$ cat src/rtl/blockram_arbiter_if.sv
// Request/response bundle between two read requesters, the arbiter and the
// blockram read port. The slave modport is the arbiter's view.
interface blockram_arbiter_if;
   logic        req0;
   logic        req1;
   logic [16:0] addr0;
   logic [16:0] addr1;
   logic [2:0]  len0;
   logic [2:0]  len1;
   logic        gnt0;
   logic        gnt1;
   logic        rvalid0;
   logic        rvalid1;
   logic        rlast0;
   logic        rlast1;
   logic [31:0] rdata0;
   logic [31:0] rdata1;
   logic [16:0] ram_addr;
   logic [31:0] ram_data;

   modport slave (
      input  req0, req1, addr0, addr1, len0, len1, ram_data,
      output gnt0, gnt1, rvalid0, rvalid1, rlast0, rlast1, rdata0, rdata1, ram_addr
   );

   modport master (
      output req0, req1, addr0, addr1, len0, len1, ram_data,
      input  gnt0, gnt1, rvalid0, rvalid1, rlast0, rlast1, rdata0, rdata1, ram_addr
   );
endinterface

$ cat src/rtl/blockram_arbiter.sv
// Two-port read arbiter and burst sequencer for the boot/ROM blockram.
// Bursts are expanded into one word read per cycle; data returns two cycles
// after the beat is issued, tagged with the owning port.
module blockram_arbiter (
   input  logic                 clk,
   input  logic                 rst,
   blockram_arbiter_if.slave    bus
);

   logic [2:0]  remaining_reg;
   logic [16:0] next_addr_reg;
   logic        owner_reg;
   logic        last_owner_reg;
   logic        v1_reg, id1_reg, last1_reg;
   logic        v2_reg, id2_reg, last2_reg;
   logic [31:0] rdata_reg;

   logic        free;
   logic        grant0;
   logic        grant1;
   logic        issue_next;
   logic        issue_id_next;
   logic        issue_last_next;
   logic [16:0] ram_addr_next;

   // Arbitration only while idle; on a tie the port that did not win last time wins.
   // Grants are suppressed while reset is held so the outputs stay quiet.
   assign free   = (remaining_reg == 3'd0);
   assign grant0 = !rst && free && bus.req0 && (!bus.req1 ||  last_owner_reg);
   assign grant1 = !rst && free && bus.req1 && (!bus.req0 || !last_owner_reg);

   // Select the beat issued this cycle: a freshly granted first beat or the next burst beat.
   always_comb begin
      issue_next      = 1'b0;
      issue_id_next   = owner_reg;
      issue_last_next = 1'b0;
      ram_addr_next   = 17'd0;
      if (grant0) begin
         issue_next      = 1'b1;
         issue_id_next   = 1'b0;
         issue_last_next = (bus.len0 == 3'd0);
         ram_addr_next   = bus.addr0;
      end else if (grant1) begin
         issue_next      = 1'b1;
         issue_id_next   = 1'b1;
         issue_last_next = (bus.len1 == 3'd0);
         ram_addr_next   = bus.addr1;
      end else if (!free) begin
         issue_next      = 1'b1;
         issue_id_next   = owner_reg;
         issue_last_next = (remaining_reg == 3'd1);
         ram_addr_next   = next_addr_reg;
      end
   end

   // Burst sequencer: load on grant, then count down while advancing the address (wraps mod 2^17).
   always_ff @(posedge clk or posedge rst) begin
      if (rst) begin
         remaining_reg  <= 3'd0;
         next_addr_reg  <= 17'd0;
         owner_reg      <= 1'b0;
         last_owner_reg <= 1'b1;
      end else if (grant0) begin
         remaining_reg  <= bus.len0;
         next_addr_reg  <= bus.addr0 + 17'd1;
         owner_reg      <= 1'b0;
         last_owner_reg <= 1'b0;
      end else if (grant1) begin
         remaining_reg  <= bus.len1;
         next_addr_reg  <= bus.addr1 + 17'd1;
         owner_reg      <= 1'b1;
         last_owner_reg <= 1'b1;
      end else if (!free) begin
         remaining_reg  <= remaining_reg - 3'd1;
         next_addr_reg  <= next_addr_reg + 17'd1;
      end
   end

   // Two-stage tag pipeline matching the blockram latency; reset drops in-flight beats.
   always_ff @(posedge clk or posedge rst) begin
      if (rst) begin
         v1_reg    <= 1'b0;
         id1_reg   <= 1'b0;
         last1_reg <= 1'b0;
         v2_reg    <= 1'b0;
         id2_reg   <= 1'b0;
         last2_reg <= 1'b0;
      end else begin
         v1_reg    <= issue_next;
         id1_reg   <= issue_id_next;
         last1_reg <= issue_last_next;
         v2_reg    <= v1_reg;
         id2_reg   <= id1_reg;
         last2_reg <= last1_reg;
      end
   end

   // Capture blockram output only for returning beats; otherwise hold the last word.
   always_ff @(posedge clk or posedge rst) begin
      if (rst) begin
         rdata_reg <= 32'd0;
      end else if (v1_reg) begin
         rdata_reg <= bus.ram_data;
      end
   end

   assign bus.gnt0     = grant0;
   assign bus.gnt1     = grant1;
   assign bus.ram_addr = ram_addr_next;
   assign bus.rvalid0  = v2_reg && !id2_reg;
   assign bus.rvalid1  = v2_reg &&  id2_reg;
   assign bus.rlast0   = v2_reg && !id2_reg && last2_reg;
   assign bus.rlast1   = v2_reg &&  id2_reg && last2_reg;
   assign bus.rdata0   = rdata_reg;
   assign bus.rdata1   = rdata_reg;

endmodule

$ cat src/flat_wrapper.sv
// flat-port wrapper written by rule: the top's interface ports become plain ports
module blockram_arbiter_flat 
  (clk, rst, bus_req0, bus_req1, bus_addr0, bus_addr1, bus_len0, bus_len1, bus_ram_data, bus_gnt0, bus_gnt1, bus_rvalid0, bus_rvalid1, bus_rlast0, bus_rlast1, bus_rdata0, bus_rdata1, bus_ram_addr);
  blockram_arbiter_if bus_i ();
  input  logic clk;
  input  logic rst;
  input wire logic [$bits(bus_i.req0)-1:0] bus_req0;
  input wire logic [$bits(bus_i.req1)-1:0] bus_req1;
  input wire logic [$bits(bus_i.addr0)-1:0] bus_addr0;
  input wire logic [$bits(bus_i.addr1)-1:0] bus_addr1;
  input wire logic [$bits(bus_i.len0)-1:0] bus_len0;
  input wire logic [$bits(bus_i.len1)-1:0] bus_len1;
  input wire logic [$bits(bus_i.ram_data)-1:0] bus_ram_data;
  output wire logic [$bits(bus_i.gnt0)-1:0] bus_gnt0;
  output wire logic [$bits(bus_i.gnt1)-1:0] bus_gnt1;
  output wire logic [$bits(bus_i.rvalid0)-1:0] bus_rvalid0;
  output wire logic [$bits(bus_i.rvalid1)-1:0] bus_rvalid1;
  output wire logic [$bits(bus_i.rlast0)-1:0] bus_rlast0;
  output wire logic [$bits(bus_i.rlast1)-1:0] bus_rlast1;
  output wire logic [$bits(bus_i.rdata0)-1:0] bus_rdata0;
  output wire logic [$bits(bus_i.rdata1)-1:0] bus_rdata1;
  output wire logic [$bits(bus_i.ram_addr)-1:0] bus_ram_addr;
  assign bus_i.req0 = bus_req0;
  assign bus_i.req1 = bus_req1;
  assign bus_i.addr0 = bus_addr0;
  assign bus_i.addr1 = bus_addr1;
  assign bus_i.len0 = bus_len0;
  assign bus_i.len1 = bus_len1;
  assign bus_i.ram_data = bus_ram_data;
  assign bus_gnt0 = bus_i.gnt0;
  assign bus_gnt1 = bus_i.gnt1;
  assign bus_rvalid0 = bus_i.rvalid0;
  assign bus_rvalid1 = bus_i.rvalid1;
  assign bus_rlast0 = bus_i.rlast0;
  assign bus_rlast1 = bus_i.rlast1;
  assign bus_rdata0 = bus_i.rdata0;
  assign bus_rdata1 = bus_i.rdata1;
  assign bus_ram_addr = bus_i.ram_addr;
  blockram_arbiter u_core (.clk(clk), .rst(rst), .bus(bus_i));
endmodule
$ cat config.mk
export PLATFORM = sky130hd
export DESIGN_NAME = blockram_arbiter_flat
export DESIGN_NICKNAME = d
export VERILOG_FILES = /design/src/rtl/blockram_arbiter_if.sv /design/src/rtl/blockram_arbiter.sv /design/src/flat_wrapper.sv
export SDC_FILE = /design/constraint.sdc
export NUM_CORES = 1
export LEC_CHECK = 0
export CORE_ASPECT_RATIO = 1.4
export CORE_MARGIN = 2
export CORE_UTILIZATION = 30
export DETAILED_ROUTE_END_ITERATION = 10
export GPL_TIMING_DRIVEN = 1
export PLACE_DENSITY_LB_ADDON = 0.1
export SETUP_SLACK_MARGIN = 0.4
export SYNTH_ARGS = -nofsm -noshare
export SYNTH_HDL_FRONTEND = slang
export SYNTH_SLANG_ARGS = --single-unit
$ cat constraint.sdc
create_clock -name clk -period 3.86 [get_ports clk]
set_input_delay 0.772 -clock clk [delete_from_list [all_inputs] [get_ports clk]]
set_output_delay 0.772 -clock clk [all_outputs]
set_load 0.1 [all_outputs]
==> impl_metrics.csv, run 1 <==
group,metric,value,unit
status,status,"complete, no violations",
cts,ctsHoldBuffers,0,
hold_path,min-delay-start,"u_core.last1_reg",
route,drt_pass1_iterations,4,
die,fp-row-count,46,
final_layout,nets,582,
cts,clk_path_buf_depth,2,
die,start_util,0.3091,
cts,clk_latency,0.32,ns
synthesis,syn_area,3505,µm²
job,maxCapViolations,0,
final_layout,n_antenna_cell,0,
synthesis,synth_top_cell_area_share,0.4141,
sta,relSlewSlack,0.1686,
die,die_height,131.9,µm
final_layout,syn_to_final_growth,65.01,%
sta,grt_setup_unrepaired,"false",
cts,cts_tree,"yes",
synthesis,synth_edf_count,0,
route,vias_per_cell,4.960,
worst_setup_path,critPathKind,"in -> out",
grt,grt_first_pass_wirelength,16330,µm
die,fp.dieW,95.35,µm
route,route.detailed.drc,0,
hold_path,min_path_type,"reg -> reg",
synthesis,ys_ff_latch,59,
synthesis,ys_top_cells_by_area,"dfrtp_1 (41%), mux2_2 (10%), buf_4 (7.1%), nand2_1 (3.2%), nor4_1 (3.0%)",
worst_setup_path,path_max_fanout,28,
die,core_region_area,11340,µm²
final_layout,fin_cells,651,
sta,finalSetupTns,0,ns
worst_setup_path,critical_path_arrival,2.61,ns
placement,pre_cts_slack,0.08184,ns
grt,grt_pass1_vias,3295,
placement,place_inst,634,
grt,grt_use_total,0.1657,
sta,setup_slack,0.4778,ns
grt,grt_max_degree,36,
route,via_count,3229,
hold_path,min_to,"u_core.last2_reg",
synthesis,synth.avg_cell_area,9.762,µm²
placement,hpwl,7839,µm
route,routed_wl,10470,µm
cts,numCtsBuffers,9,
placement,place_congestion,0.8018,
die,io_pins,163,
cts,cts_sinks,59,
sta,hold_viol_final,0,
worst_setup_path,end_kind,"output port",
worst_setup_path,worst_ep_required_time,3.09,ns
synthesis,yosys_warnings,0,
cts,cts_max_level,3,
sta,min_period_over_period,0.8762,
synthesis,synth-seq-area-share,0.4216,
sta,slew_viol_final,0,
synthesis,async_reset_ff_frac,1.000,
grt,overflow,0,
synthesis,syn_nets,439,
worst_setup_path,cp-start-kind,"input port",
synthesis,synth.most_common_cell,"dfrtp_1",
synthesis,ys.flop_type,"dfrtp_1",
synthesis,yosys.area.top_type,"dfrtp_1",
route,wl_per_cell,16.08,µm
synthesis,synth_common_cells,"dfrtp_1 (58), buf_4 (33), mux2_2 (32)",
worst_setup_path,ff2ff_setup_slack,0.75,ns
final_layout,drive_above_1_share,0.2742,
sta,setup_viol_count_final,0,
route,postRouteAntennaNets,0,
hold_path,worst_hold_path.num_cells,0,
worst_setup_path,r2r-end,"u_core.next_addr_reg[14]",
cts,clkTransAtPathRegs,0.05,ns
route,drt_iter0_drc,44,
cts,root_buffer,"clkbuf_16",
grt,antenna_found_initial,0,
synthesis,synth_cells,359,
worst_setup_path,r2r.worst_path.cells,11,
sta,min_period,3.382,ns
sta,worst_slew_pin_slew,1.247,ns
worst_setup_path,crit-reg2reg-launch,"u_core.remaining_reg[0]",
sta,max_freq,295.7,MHz
synthesis,ys_types,43,
die,die-area,12570,µm²
placement,io_buffers,162,
final_layout,fillers,1056,
final_layout,largest_reg_flops,32,
sta,finClkSkew,0.005560,ns
-- layout by cell type (no fill, tap or decap), drive strengths merged, types with 6 or more instances in the layout --
cell type / n
dfrtp: 58
nor2: 19
o21ai: 30
mux2: 32
inv: 6
xnor2: 12
buf: 45
clkdlybuf4s50: 142
nand2: 30
clkbuf: 11
nand3: 21
a31oi: 15
a22oi: 8
nor4: 21
and2: 7
-- per-stage QoR --
step           instance area [µm²]  utilization  hold slack, ns
6_report                      5783       0.5100          0.3485
3_5_place_dp                  5401       0.4764          0.3356
4_1_cts                       5766       0.5085          0.3492
3_3_place_gp                  5401       0.4764          0.3345
2_1_floorplan                 3568            -          0.3312
5_1_grt                       5783       0.5100          0.3583
-- what timing repair did --
action	CTS	global route
endpoints found under the setup margin	17	13
buffers inserted	0	1
pin swaps	0	0
gates resized for setup	8	3
-- logic make-up after synthesis --
| group | synth area share |
|---|---|
| compound gates | 0.1349 |
| xor+xnor | 0.03749 |
| fa+ha+maj | 0.01428 |
| buf+inv | 0.1042 |
| flops | 0.4216 |
| mux | 0.1085 |
| simple gates | 0.1789 |
-- routing by layer --
metal / vias to the layer above / wire length (µm) / part of all wire / track usage
li1: 1538 / - / - / -
met1: 1535 / 4013 / 0.38 / 0.1869
met2: 137 / 5323 / 0.51 / 0.2864
met3: 19 / 868 / 0.083 / 0.04517
met4: 0 / 261 / 0.025 / 0.07166
met5: - / 0 / 0 / 0
-- worst max-delay path, stage by stage --
cell,delay (ns)
dlygate4sd2_1,0.28
or3b_4,0.41
or3_4,0.40
buf_12,0.18
a31o_2,0.24
nor2_4,0.13
buf_12,0.18
-- how the worst max path moves through the flow --
stage / from / endpoint / slack [ns] / cells past startpoint
floorplan: rst / bus_ram_addr[8] / 0.27 / 8
global placement: rst / u_core.next_addr_reg[12] / 0.14 / 11
detailed placement: rst / u_core.next_addr_reg[14] / 0.08 / 10
CTS: bus_req1 / bus_ram_addr[16] / 0.43 / 7
global route: u_core.remaining_reg[0] / bus_ram_addr[8] / 0.38 / 8
finish: rst / bus_ram_addr[8] / 0.48 / 7
-- final cells by class --
class                           instances  area [µm²]  area share
Timing Repair Buffer                  188        2018      0.3490
Clock buffer                           11       242.7     0.04197
Tap cell                              144       180.2     0.03116
Multi-Input combinational cell        238        1742      0.3012
Sequential cell                        59        1478      0.2555
Clock inverter                          5       100.1     0.01731
Inverter                                6       22.52    0.003894
Power of run 1 is left out: the tool's default activity adds up to more than one toggle a clock period on the data nets, which glitch-free logic cannot reach.
==> inputs of run 2 (changes only) <==
--- a/config.mk
+++ b/config.mk
@@ -11,6 +11,7 @@
 export DETAILED_ROUTE_END_ITERATION = 10
 export GPL_TIMING_DRIVEN = 1
 export PLACE_DENSITY_LB_ADDON = 0.1
+export RECOVER_POWER = 25
 export SETUP_SLACK_MARGIN = 0.4
 export SYNTH_ARGS = -nofsm -noshare
 export SYNTH_HDL_FRONTEND = slang
==> impl_metrics.csv, run 2 (synthesized netlist as in run 1, its figures left out) <==
group,metric,value,unit
cts,clk_path_buf_depth,2,
worst_setup_path,crit_path_cell_trace,"dlygate4sd2_1 > or3b_4 > or3_4 > buf_12 > a31o_2 > nor2_4 > buf_12",
sta,worst_slew_pin_slew,1.420,ns
grt,overflow,0,
worst_setup_path,cpMaxStageDelayCell,"or3b_4",
cts,cts_sinks,59,
worst_setup_path,cp-start-kind,"input port",
sta,slew_viol_final,0,
final_layout,final_common_cell,"clkdlybuf4s50_1",
route,drt_iter0_drc,54,
sta,hold_viol_final,0,
worst_setup_path,end_kind,"output port",
sta,min_period_over_period,0.8722,
die,core_region_area,11340,µm²
cts,ctsHoldBuffers,0,
die,io_pins,163,
cts,numCtsBuffers,9,
grt,grt_pass1_vias,3295,
cts,cts_max_level,3,
sta,max_freq,297.0,MHz
die,die_height,131.9,µm
hold_path,min-delay-start,"u_core.last1_reg",
hold_path,min_path_type,"reg -> reg",
grt,antenna_found_initial,0,
final_layout,layout_common_cells,"clkdlybuf4s50_1 (142), dfrtp_1 (58), mux2_2 (32)",
worst_setup_path,critical_path_arrival,2.59,ns
cts,clk_latency,0.32,ns
route,route.detailed.drc,0,
status,status,"complete, no violations",
die,start_util,0.3091,
worst_setup_path,cpPeakStageDelay,0.41,ns
sta,relSlewSlack,0.05232,
worst_setup_path,path_buf_inv,3,
cts,clkTransAtPathRegs,0.05,ns
sta,hold_ws,0.3488,ns
hold_path,worst_hold_path.num_cells,0,
job,maxCapViolations,0,
die,fp-row-count,46,
worst_setup_path,crit-reg2reg-launch,"u_core.remaining_reg[0]",
worst_setup_path,path_max_fanout,28,
cts,cts_tree,"yes",
final_layout,nets,582,
sta,finalSetupTns,0,ns
final_layout,syn_to_final_growth,64.80,%
sta,setup_viol_count_final,0,
sta,min_period,3.367,ns
route,routed_wl,10500,µm
sta,grt_setup_unrepaired,"false",
route,wl_per_cell,16.13,µm
grt,grt_first_pass_wirelength,16330,µm
worst_setup_path,critPathMostFrequentCell,"buf_12",
cts,root_buffer,"clkbuf_16",
worst_setup_path,worst_ep_required_time,3.09,ns
sta,finClkSkew,0.006475,ns
hold_path,min_to,"u_core.last2_reg",
route,drt_pass1_iterations,4,
final_layout,n_antenna_cell,0,
worst_setup_path,critPathKind,"in -> out",
placement,place_congestion,0.8018,
route,postRouteAntennaNets,0,
worst_setup_path,r2r.worst_path.cells,11,
final_layout,largest_reg_flops,32,
worst_setup_path,critical_path.top_delay_family,"simple AND/OR/NAND/NOR gates",
die,fp.dieW,95.35,µm
route,vias_per_cell,4.972,
grt,grt_use_total,0.1657,
placement,hpwl,7839,µm
placement,io_buffers,162,
worst_setup_path,ff2ff_setup_slack,0.76,ns
final_layout,drive_above_1_share,0.2682,
grt,grt_max_degree,36,
worst_setup_path,r2r-end,"u_core.next_addr_reg[14]",
route,via_count,3237,
die,die-area,12570,µm²
run 2: final cells by class:
cell class / instances / area, µm²
Clock buffer: 11 / 242.7
Tap cell: 144 / 180.2
Sequential cell: 59 / 1478
Fill cell: 1057 / 5563
Clock inverter: 5 / 100.1
Timing Repair Buffer: 188 / 2011
Inverter: 6 / 22.52
Multi-Input combinational cell: 238 / 1742
run 2: routing by layer:
metal | global-route usage | share of wire
met3 | 0.04517 | 0.082
met5 | 0 | 0
met4 | 0.07166 | 0.025
met1 | 0.1869 | 0.39
met2 | 0.2864 | 0.51
run 2: stage by stage:
step | cells | area (µm²) | setup slack, ns | utilization
6_report | 651 | 5776 | 0.4933 | 0.5094
2_1_floorplan | 359 | 3568 | 0.2660 | -
3_5_place_dp | 634 | 5401 | 0.08184 | 0.4764
5_1_grt | 651 | 5776 | 0.3837 | 0.5094
4_1_cts | 650 | 5766 | 0.4342 | 0.5085
3_3_place_gp | 634 | 5401 | 0.1384 | 0.4764
run 2: worst max-delay path by stage:
stage                            start                       end  slack [ns]  depth (start not counted)
2_1_floorplan                      rst           bus_ram_addr[8]        0.27                          8
3_3_place_gp                       rst  u_core.next_addr_reg[12]        0.14                         11
3_5_place_dp                       rst  u_core.next_addr_reg[14]        0.08                         10
6_report                           rst           bus_ram_addr[8]        0.49                          7
4_1_cts                       bus_req1          bus_ram_addr[16]        0.43                          7
5_1_grt        u_core.remaining_reg[0]           bus_ram_addr[8]        0.38                          8
run 2: what timing repair did:
| action | 4_1_cts | 5_1_grt |
|---|---|---|
| cloned | 0 | 0 |
| endpoints found under the setup margin | 17 | 13 |
| setup buffers | 0 | 1 |
| resized for setup | 8 | 3 |
Power of run 2 is left out for the same reason.
